$ cat config.mk
export PLATFORM = sky130hd
export DESIGN_NAME = spi_master_shifter_flat
export DESIGN_NICKNAME = d
export VERILOG_FILES = /design/src/rtl/spi_master_shifter_if.sv /design/src/rtl/spi_master_shifter.sv /design/src/flat_wrapper.sv
export SDC_FILE = /design/constraint.sdc
export NUM_CORES = 1
export LEC_CHECK = 0
export CAP_MARGIN = 20
export CORE_ASPECT_RATIO = 1.4
export CORE_UTILIZATION = 50
export DETAILED_ROUTE_END_ITERATION = 6
export GPL_ROUTABILITY_DRIVEN = 1
export PLACE_DENSITY = 0.77
export REMOVE_ABC_BUFFERS = 1
export SETUP_SLACK_MARGIN = 0.2
export SYNTH_ARGS = -nofsm -noshare
export SYNTH_HDL_FRONTEND = slang
export SYNTH_SLANG_ARGS = --single-unit
$ cat constraint.sdc
create_clock -name ACLK -period 2.35 [get_ports ACLK]
set_input_delay 0.47 -clock ACLK [delete_from_list [all_inputs] [get_ports ACLK]]
set_output_delay 0.47 -clock ACLK [all_outputs]
set_load 0.05 [all_outputs]
$ cat src/rtl/spi_master_shifter_if.sv
// Bundle between the AXI-Lite register block, the SPI mode-0 shifter and the SPI pins.
// The master modport is the register-block/pin side; slave is the shifter itself.
interface spi_master_shifter_if #(
    parameter int DATA_W = 8
);
    logic [DATA_W-1:0] tx_data;
    logic              tx_valid;
    logic              tx_ready;
    logic [DATA_W-1:0] rx_data;
    logic              rx_valid;
    logic              busy;
    logic              SPI_MOSI;
    logic              SPI_MISO;
    logic              SPI_SCK;

    modport master (
        output tx_data, tx_valid, SPI_MISO,
        input  tx_ready, rx_data, rx_valid, busy, SPI_MOSI, SPI_SCK
    );

    modport slave (
        input  tx_data, tx_valid, SPI_MISO,
        output tx_ready, rx_data, rx_valid, busy, SPI_MOSI, SPI_SCK
    );
endinterface

$ cat src/rtl/spi_master_shifter.sv
// SPI mode-0 serial engine: accepts one word, shifts it out MSB first on MOSI while
// sampling MISO on SCK rising edges, then returns the received word with a one-cycle pulse.
module spi_master_shifter #(
    parameter int DATA_W   = 8,
    parameter int HALF_DIV = 2
) (
    input  logic                 ACLK,
    input  logic                 ARESETn,
    spi_master_shifter_if.slave  bus
);
    localparam int BIT_W = $clog2(DATA_W);
    localparam int DIV_W = (HALF_DIV > 1) ? $clog2(HALF_DIV) : 1;
    localparam logic [BIT_W-1:0] LAST_BIT = BIT_W'(DATA_W - 1);
    localparam logic [DIV_W-1:0] DIV_LAST = DIV_W'(HALF_DIV - 1);

    typedef enum logic [1:0] {
        IDLE,
        LOW,
        HIGH
    } state_t;

    state_t            state;
    state_t            state_next;
    logic [DIV_W-1:0]  div_cnt;
    logic [BIT_W-1:0]  bit_cnt;
    logic [DATA_W-1:0] tx_shift;
    logic [DATA_W-1:0] rx_shift;
    logic [DATA_W-1:0] rx_data_q;
    logic              rx_valid_q;
    logic              mosi_q;

    logic div_tick;
    logic accept;
    logic sck_rise;
    logic sck_fall;
    logic frame_done;

    always_ff @(posedge ACLK or negedge ARESETn) begin
        if (!ARESETn) begin
            state <= IDLE;
        end else begin
            state <= state_next;
        end
    end

    // SCK is a pure decode of the state, so it falls together with reset.
    always_comb begin
        state_next = state;
        accept     = 1'b0;
        sck_rise   = 1'b0;
        sck_fall   = 1'b0;
        frame_done = 1'b0;
        div_tick   = (div_cnt == DIV_LAST);
        case (state)
            IDLE: begin
                if (bus.tx_valid) begin
                    state_next = LOW;
                    accept     = 1'b1;
                end
            end
            LOW: begin
                if (div_tick) begin
                    state_next = HIGH;
                    sck_rise   = 1'b1;
                end
            end
            HIGH: begin
                if (div_tick) begin
                    if (bit_cnt == LAST_BIT) begin
                        state_next = IDLE;
                        frame_done = 1'b1;
                    end else begin
                        state_next = LOW;
                        sck_fall   = 1'b1;
                    end
                end
            end
            default: state_next = IDLE;
        endcase
    end

    always_ff @(posedge ACLK or negedge ARESETn) begin
        if (!ARESETn) begin
            div_cnt    <= '0;
            bit_cnt    <= '0;
            tx_shift   <= '0;
            rx_shift   <= '0;
            rx_data_q  <= '0;
            rx_valid_q <= 1'b0;
            mosi_q     <= 1'b0;
        end else begin
            rx_valid_q <= 1'b0;

            if (accept) begin
                tx_shift <= bus.tx_data;
                mosi_q   <= bus.tx_data[DATA_W-1];
                bit_cnt  <= '0;
                div_cnt  <= '0;
            end else if (state != IDLE) begin
                div_cnt <= div_tick ? '0 : div_cnt + DIV_W'(1);
            end

            if (sck_rise) begin
                rx_shift <= {rx_shift[DATA_W-2:0], bus.SPI_MISO};
            end

            // The next MOSI bit is the one just below the current MSB of tx_shift.
            if (sck_fall) begin
                tx_shift <= tx_shift << 1;
                mosi_q   <= tx_shift[DATA_W-2];
                bit_cnt  <= bit_cnt + BIT_W'(1);
            end

            if (frame_done) begin
                rx_data_q  <= rx_shift;
                rx_valid_q <= 1'b1;
                mosi_q     <= 1'b0;
            end
        end
    end

    assign bus.SPI_SCK  = (state == HIGH);
    assign bus.SPI_MOSI = mosi_q;
    assign bus.tx_ready = (state == IDLE);
    assign bus.busy     = (state != IDLE);
    assign bus.rx_data  = rx_data_q;
    assign bus.rx_valid = rx_valid_q;

endmodule

$ cat src/flat_wrapper.sv
// flat-port wrapper written by rule: the top's interface ports become plain ports
module spi_master_shifter_flat 
#(
    parameter int DATA_W   = 8,
    parameter int HALF_DIV = 2
)
  (ACLK, ARESETn, bus_tx_data, bus_tx_valid, bus_SPI_MISO, bus_tx_ready, bus_rx_data, bus_rx_valid, bus_busy, bus_SPI_MOSI, bus_SPI_SCK);
  spi_master_shifter_if #(.DATA_W(DATA_W)) bus_i ();
  input  logic ACLK;
  input  logic ARESETn;
  input wire logic [$bits(bus_i.tx_data)-1:0] bus_tx_data;
  input wire logic [$bits(bus_i.tx_valid)-1:0] bus_tx_valid;
  input wire logic [$bits(bus_i.SPI_MISO)-1:0] bus_SPI_MISO;
  output wire logic [$bits(bus_i.tx_ready)-1:0] bus_tx_ready;
  output wire logic [$bits(bus_i.rx_data)-1:0] bus_rx_data;
  output wire logic [$bits(bus_i.rx_valid)-1:0] bus_rx_valid;
  output wire logic [$bits(bus_i.busy)-1:0] bus_busy;
  output wire logic [$bits(bus_i.SPI_MOSI)-1:0] bus_SPI_MOSI;
  output wire logic [$bits(bus_i.SPI_SCK)-1:0] bus_SPI_SCK;
  assign bus_i.tx_data = bus_tx_data;
  assign bus_i.tx_valid = bus_tx_valid;
  assign bus_i.SPI_MISO = bus_SPI_MISO;
  assign bus_tx_ready = bus_i.tx_ready;
  assign bus_rx_data = bus_i.rx_data;
  assign bus_rx_valid = bus_i.rx_valid;
  assign bus_busy = bus_i.busy;
  assign bus_SPI_MOSI = bus_i.SPI_MOSI;
  assign bus_SPI_SCK = bus_i.SPI_SCK;
  spi_master_shifter #(.DATA_W(DATA_W), .HALF_DIV(HALF_DIV)) u_core (.ACLK(ACLK), .ARESETn(ARESETn), .bus(bus_i));
endmodule
==> results.cfg <==
[layout]
drive_above_1_share_pct = 35.2
area_delta_synth_final_pct = 24.3
fin_util_pct = 67.4
num_antenna_cells = 0
final_common_cell = dfrtp_1
mostFrequentLayoutCells = dfrtp_1, mux2_2, clkdlybuf4s50_1, mux2_4
final_nets = 135

[critical_path]
required_ps = 2560
start_kind = flop
startpoint = u_core.bit_cnt[0]$_DFFE_PN0P_
worstReg2RegEnd = u_core.tx_shift[1]$_DFFE_PN0P_
critPathBufInv = 0
cpMostUsedCell = ha_1
cp_slowest_cell = and4bb_2
path_cells = ha_1 > ha_1 > and4bb_2 > mux2_4 > mux2_2
critPathMaxStageDelay_ps = 490
crit_family = multiplexers
r2r_start = u_core.bit_cnt[0]$_DFFE_PN0P_
arrival_ps = 2230
reg2reg_depth = 5
worstSetupPathType = reg2reg
reg2reg_slack_ps = 340
path_depth = 5
critPathCapture = u_core.tx_shift[1]$_DFFE_PN0P_
crit_fanout = 8
crit_path_end_kind = flop

[pwr]
leakage_nw = 0.739
vdd_drop_max_mv = 0.810
powerDensity_nw_per_um2 = 1090
power_w = 0.00182

[global_routing]
grt_max_degree = 32
gr-usage-all-layers_pct = 18.5
grt-ovfl-total = 0
grt_pass1_wl_mm = 3.76
grt_pass1_vias = 849
grt_antenna_before_repair = 0

[clocking]
cts_tree = yes
ctsHoldBuffers = 0
cts_made_buffers = 5
clock_path_buffers = 2
htreeDepth = 2
clk_latency_ps = 330
cts_sinks = 31
root_buffer = clkbuf_4
cts.clk_slew.worst_paths_ps = 80

[drt]
wl_mm = 2.22
drc = 0
postRouteAntennaNets = 0
dr.pass1.iters = 3
vias = 814
wire_per_inst_um = 14.2
via_per_inst = 5.22
drt_iter0_drc = 7

[die]
ios = 25
start_util_pct = 54.3
dieArea_um2 = 2890
die_x_um = 45.8
row_count = 21
core_area_um2 = 2470
die_y_um = 63.3

[timing]
fin_crit_ps = 2010
setup_viol = 0
rsz0062_at_grt = no
maxSlewViolCount = 0
fin_ws_ps = 337
fmax_ghz = 0.497
worst_pin_slew_ps = 502
hold_violations = 0
slew_headroom_pct = 66.5
setup-tns-final_ps = 0
skew_ps = 4.51
post-route-period-util_pct = 85.6

[status]
outcome = finished clean

[placement]
io_buffers = 24
gp_congestion = 0.715
dp_hpwl_mm = 1.54
place_ws_ps = 242

[synth]
synthAdderAreaFrac_pct = 1.87
synth_top_family_by_area = multiplexers
synth_cells = 90
ys_ff_latch = 31
synth_compound_area_share_pct = 5.23
yosysWarnings = 0
syn_avg_cell_area_um2 = 14.9
syn-cell-area_um2 = 1340
synthXorXnorAreaFrac_pct = 0
synth_seq_area_share_pct = 57.9
yosys.area_share.simple_pct = 5.32
synthMuxAreaShare_pct = 26.8
ys_types = 23

[run]
maxCapViolations = 0

[hold_path]
worst_hold_path_type = reg2reg
[how the worst min path moves through the flow]
stage                                              start                        endpoint  slack (ps)  cells past startpoint
after detailed placement  u_core.rx_shift[7]$_DFFE_PN0P_  u_core.rx_shift[7]$_DFFE_PN0P_         490                      1
after CTS                 u_core.rx_shift[7]$_DFFE_PN0P_  u_core.rx_shift[7]$_DFFE_PN0P_         520                      1
after floorplan                                  ARESETn   u_core.bit_cnt[0]$_DFFE_PN0P_         170                      0
final                     u_core.tx_shift[0]$_DFFE_PN0P_  u_core.tx_shift[0]$_DFFE_PN0P_         510                      1
after global routing       u_core.bit_cnt[2]$_DFFE_PN0P_   u_core.bit_cnt[2]$_DFFE_PN0P_         530                      1
after global placement    u_core.tx_shift[0]$_DFFE_PN0P_  u_core.tx_shift[0]$_DFFE_PN0P_         490                      1
[cells in the mapped netlist]
master,count,area [µm²]
nand2_1,1,3.75
dfrtp_1,31,776
nand3b_1,3,22.5
a32o_1,1,10.0
nand2b_1,2,12.5
nor2_1,1,3.75
a21oi_1,1,5.00
o21ai_0,3,15.0
nand3_2,1,10.0
buf_4,1,7.51
inv_1,4,15.0
and4bb_1,1,12.5
a21oi_2,1,8.76
nor2b_1,1,6.26
a22o_1,2,17.5
mux2i_1,1,10.0
buf_2,1,5.00
mux2_2,23,259
buf_6,1,11.3
a21o_1,1,7.51
mux2_4,6,90.1
o22ai_1,1,6.26
ha_1,2,25.0
[per-layer routing]
layer | GRT usage, % | wire length [µm] | vias to the layer above
met5 | 0 | 0 | -
met3 | 6.02 | 154 | 7
met2 | 26.4 | 1050 | 25
met1 | 24.6 | 961 | 400
met4 | 9.93 | 56 | 0
li1 | - | - | 382
[kinds of logic (layout without fill, tap and decap cells)]
kind of cell / count (synthesis) / count (layout)
muxes: 30 / 30
adders and majority gates: 2 / 2
buffers and inverters: 7 / 39
DFF: 31 / 31
and+or+nand+nor: 10 / 10
AOI/OAI and AO/OA: 10 / 10
[timing repair]
item,in CTS,in global routing
pin swaps,0,0
resized for setup,1,1
buffers inserted,0,0
setup endpoints to repair,1,6
[where the power goes]
group | total (W) | switching, W | internal (W)
Sequential | 0.000862 | 0.000141 | 0.000722
Combinational | 0.000672 | 0.000339 | 0.000332
Clock | 0.000284 | 0.000167 | 0.000116
[flip-flops by register name, summed over array words and instances, names as in the netlist]
| name | flops |
|---|---|
| u_core.bit_cnt | 3 |
| u_core.bus.SPI_MOSI | 1 |
| u_core.bus.rx_data | 8 |
| u_core.bus.rx_valid | 1 |
| u_core.div_cnt | 1 |
| u_core.rx_shift | 8 |
| u_core.state | 2 |
| u_core.tx_shift | 7 |
[worst register-to-register path, stage by stage (launching register included)]
cell      delay, ps
dfrtp_1         390
ha_1            200
ha_1            230
and4bb_2        490
mux2_4          330
mux2_2          260
[through the flow]
step	instance area, µm²	cells	hold slack, ps
floorplan	1320	87	174
global placement	1620	148	486
detailed placement	1620	148	494
CTS	1670	156	516
global route	1670	156	532
finish	1670	156	509
[area by class of cell]
| cell class | count | area [µm²] |
|---|---|---|
| sequential | 31 | 776 |
| inverter | 4 | 15.0 |
| timing repair buffer | 27 | 256 |
| clock buffer | 7 | 45.0 |
| fill | 203 | 805 |
| multi-input combinational | 52 | 526 |
| clock inverter | 1 | 5.00 |
| tap | 34 | 42.5 |
No activity file was read; power rests on OpenSTA's default activity.
==> RTL change 1: new RTL, same settings <==
Encoding of `state_t`: now one-hot (3 bits for 3 states).
--- a/src/rtl/spi_master_shifter.sv
+++ b/src/rtl/spi_master_shifter.sv
@@ -15,6 +15,6 @@
 
-    typedef enum logic [1:0] {
-        IDLE,
-        LOW,
-        HIGH
+    typedef enum logic [2:0] {
+        IDLE = 3'b001,
+        LOW  = 3'b010,
+        HIGH = 3'b100
     } state_t;
Formal check against the unedited RTL: same outputs for any inputs over 10 cycles, from zero or initial values and one cycle with ARESETn low; not proved beyond that.
==> RTL change 1 against the unedited design <==
Largest cell class unchanged; wire length is 12% higher; worst setup slack got worse by 0.020 ns; largest power group unchanged; sequential share of layout area fell by 2.5 points; sequential cell count up 1; synthesized area is 8.8% higher; power grew 3.4%; critical path depth shrank 1; cell area rose by 9.2%; critical path type is now reg2out.
==> RTL change 1: results (changes against the unedited design) <==
setup_path:
  r2r_cells: 6  # was 5
  worstPathMaxFanout: 11  # was 8
  critPathLaunch: "u_core.state[0]$_DFFE_PN1P_"  # was u_core.bit_cnt[0]$_DFFE_PN0P_
  critPathCapture: "bus_busy"  # was u_core.tx_shift[1]$_DFFE_PN0P_
  rr_endpoint: "u_core.tx_shift[5]$_DFFE_PN0P_"  # was u_core.tx_shift[1]$_DFFE_PN0P_
drt:
  wl_met3_um: 124  # was 154 µm
  drt_pre_antenna_iters: 4  # was 3
  wl_mm: 2.49  # was 2.22 mm
  first_iter_violations: 17  # was 7
  met1_length_um: 935  # was 961 µm
  via_count: 966  # was 814
grt:
  grt_max_degree: 33  # was 32
  met1_usage_pct: 20.0  # was 24.6%
  grt_pass1_wl_mm: 4.25  # was 3.76 mm
  grtUsageTotal_pct: 19.3  # was 18.5%
  grt_use_met3_pct: 6.83  # was 6.02%
  met2_usage_pct: 33.9  # was 26.4%
finish:
  drive_gt1_share_pct: 26.6  # was 35.2%
  seqCellArea_um2: 802  # was 776 µm²
  fin_nets: 153  # was 135
  fillers: 219  # was 203
power:
  comb-power_mw: 0.571  # was 0.672 mW
  total_power_mw: 1.88  # was 1.82 mW
  power.switching_mw: 0.637  # was 0.647 mW
  ir_worst_vdd_mv: 0.753  # was 0.810 mV
worst_hold_path:
  holdPathEnd: "u_core.bit_cnt[0]$_DFFE_PN0P_"  # was u_core.tx_shift[0]$_DFFE_PN0P_
  min_from: "u_core.bit_cnt[0]$_DFFE_PN0P_"  # was u_core.tx_shift[0]$_DFFE_PN0P_
sta:
  holdWs_ns: 0.481  # was 0.509 ns
  finClkSkew_ns: 0.00686  # was 0.00451 ns
  finalCriticalPeriod_ns: 2.03  # was 2.01 ns
  worstMarginPinSlew_ns: 0.502  # about the same
place:
  placed_cells: 167  # was 148
  pre_cts_ws_ns: 0.530  # was 0.242 ns
  routabilityCongestion: 0.729  # was 0.715
  place_hpwl_mm: 1.80  # was 1.54 mm
clock_tree:
  cts_resized: 0  # was 1
yosys:
  synth_area_leaders: "dfrtp_1, mux2_4, mux2_2"  # was dfrtp_1, mux2_2, mux2_4
  ys_top_cells_by_count: "dfrtp_1, a21oi_1, mux2_2, mux2_4, nor2_1"  # was dfrtp_1, mux2_2, mux2_4
  ys_types: 28  # was 23
  syn_inst: 111  # was 90
  synth_seq_area_share_pct: 55.0  # was 57.9%
status:
  outcome: "completed"  # unchanged
[RTL change 1: cell types whose count changed after synthesis, sizes merged, moves of 2 or more]
cell | unedited run | this run
and3 | 0 | 2
nand2 | 1 | 5
mux2 | 29 | 16
mux2i | 1 | 6
a21oi | 2 | 9
nand2b | 2 | 0
nor3b | 0 | 2
o21ai | 3 | 6
nor2 | 1 | 8
buf | 3 | 6
clkbuf | 0 | 2
inv | 4 | 2
[RTL change 1: critical path, stage by stage (launching register included)]
cell,delay (ns)
dfstp_2,0.64
nor3b_2,0.19
buf_4,0.18
inv_1,0.05
buf_4,0.18
[RTL change 1: cell type report]
type | count | area share (%)
Clock buffer | 7 | 3.58
Clock inverter | 1 | 1.65
Inverter | 2 | 0.413
Multi-Input combinational cell | 69 | 32.6
Sequential cell | 32 | 44.1
Tap cell | 36 | 2.48
Timing Repair Buffer | 28 | 15.1
[RTL change 1: cell families after synthesis]
logic type	synth area share, %
flops	55.0
simple gates	10.2
mux	18.5
compound gates	9.36
buf+inv	4.29
fa+ha+maj	2.58
==> RTL change 2: new RTL, same settings <==
Without the edit above. `HALF_DIV` is set to 2 in 2 places; all go to 4.
--- a/src/rtl/spi_master_shifter.sv
+++ b/src/rtl/spi_master_shifter.sv
@@ -4,3 +4,3 @@
     parameter int DATA_W   = 8,
-    parameter int HALF_DIV = 2
+    parameter int HALF_DIV = 4
 ) (
--- a/src/flat_wrapper.sv
+++ b/src/flat_wrapper.sv
@@ -4,3 +4,3 @@
     parameter int DATA_W   = 8,
-    parameter int HALF_DIV = 2
+    parameter int HALF_DIV = 4
 )
Function: changed (Yosys sat finds a counterexample within 4 cycles, from zero or initial values and one cycle with ARESETn low).
==> RTL change 2 against the unedited design <==
Synthesized area rose by 3.4%; sequential cell count rose by 1; critical path type is now reg2out; worst setup slack got worse by 0.032 ns; wire length rose by 9.5%; non-clock buffer count did not move; cell area rose by 2.7%; critical endpoint is now bus_busy; largest cell class unchanged.
Power is not compared: it rests on default switching activity, and its combinational part moved more than twofold at a synthesized area within 25%.
==> RTL change 2: results (changes against the unedited design) <==
finish:
  multi_input_area_um2: 527  # was 526 µm²
  fillers: 222  # was 203
  buffers: 27  # unchanged
  fin_cells: 166  # was 156
  clock_area_share_pct: 3.80  # was 3.01%
  drive_gt1_share_pct: 26.2  # was 35.2%
  multi_input_gates: 60  # was 52
  final-nonclk-buf-share_pct: 15.1  # was 15.4%
  nFlopsAndLatches: 32  # was 31
  seqCellArea_um2: 801  # was 776 µm²
  n_all_inverters: 4  # unchanged
  fin_nets: 145  # was 135
  seq_share_pct: 46.8  # was 46.6%
sta:
  finClkSkew_ns: 0.00890  # was 0.00451 ns
  holdWs_ns: 0.499  # was 0.509 ns
  worstMarginPinSlew_ns: 0.507  # was 0.502 ns
  fmax_mhz: 489  # was 497 MHz
clock_tree:
  cts_max_level: 2  # unchanged
  cts_made_buffers: 5  # unchanged
  cts_resized: 1  # unchanged
  clk_latency_ns: 0.33  # about the same
  cts.clk_slew.worst_paths_ns: 0.09
status:
  outcome: "completed"  # unchanged
grt:
  grt_max_degree: 33  # was 32
  grt_pass1_wl_mm: 4.15  # was 3.76 mm
  grtUsageTotal_pct: 20.3  # was 18.5%
  grt_pass1_vias: 941  # was 849
  grt_antenna_before_repair: 0  # unchanged
setup_path:
  cp_top_family: "flip-flops"  # was multiplexers
  critPathCapture: "bus_busy"  # was u_core.tx_shift[1]$_DFFE_PN0P_
  cp-end-kind: "output pin"  # was flop
  rr_endpoint: "u_core.tx_shift[6]$_DFFE_PN0P_"  # was u_core.tx_shift[1]$_DFFE_PN0P_
  critPathSlowestCell: "dfrtp_1"  # was and4bb_2
  reg2reg_slack_ns: 0.61  # was 0.34 ns
  critPathLaunch: "u_core.state[0]$_DFFE_PN0P_"  # was u_core.bit_cnt[0]$_DFFE_PN0P_
  worstPathMaxFanout: 9  # was 8
  r2r_cells: 5  # unchanged
  arrival_ns: 1.57  # was 2.23 ns
  critPathMaxStageDelay_ns: 0.59  # was 0.49 ns
place:
  routabilityCongestion: 0.760  # was 0.715
  placed_cells: 159  # was 148
  pre_cts_ws_ns: 0.369  # was 0.242 ns
  place_hpwl_mm: 1.71  # was 1.54 mm
  placed_cell_area_um2: 1650  # was 1620 µm²
worst_hold_path:
  holdPathEnd: "u_core.bus.SPI_MOSI$_DFFE_PN0P_"  # was u_core.tx_shift[0]$_DFFE_PN0P_
  min_from: "u_core.bus.SPI_MOSI$_DFFE_PN0P_"  # was u_core.tx_shift[0]$_DFFE_PN0P_
power:
  ir_worst_vdd_mv: 0.436
  power.switching_mw: 0.199
drt:
  drt_pre_antenna_iters: 4  # was 3
  via_count: 899  # was 814
  wl_mm: 2.43  # was 2.22 mm
  first_iter_violations: 12  # was 7
yosys:
  synth.avg_cell_area_um2: 13.7  # was 14.9 µm²
  ys_top_cells_by_count: "dfrtp_1, mux2_2, nor2_1"  # was dfrtp_1, mux2_2, mux2_4
  netlist_area_um2: 1390  # was 1340 µm²
  synth_area_leaders: "dfrtp_1, mux2_2, ha_1"  # was dfrtp_1, mux2_2, mux2_4
  synth_seq_area_share_pct: 57.8  # was 57.9%
  ys_types: 29  # was 23
  synth_warnings: 0  # unchanged
[RTL change 2: cells by family (layout without fill, tap and decap cells)]
logic type,Yosys count,after routing,synth area share [%]
mux,18,18,14.5
compound gates,18,18,9.12
simple gates,21,21,11.7
fa+ha+maj,3,3,2.71
flops,32,32,57.8
buf+inv,9,38,4.15
[RTL change 2: power by group through the flow]
stage | combinational [mW] | sequential [mW] | clock, mW
2_1_floorplan | 0.00943 | 0.577 | 0
3_3_place_gp | 0.0454 | 0.575 | 0
3_5_place_dp | 0.0463 | 0.576 | 0
4_1_cts | 0.0466 | 0.565 | 0.355
5_1_grt | 0.0503 | 0.566 | 0.378
6_report | 0.0453 | 0.565 | 0.344
[RTL change 2: layer usage]
layer	vias up	track usage, %	part of all wire (%)
li1	423	-	-
met1	447	24.6	42
met2	21	30.6	50
met3	8	5.08	4.8
met4	0	13.2	2.9
met5	-	0	0
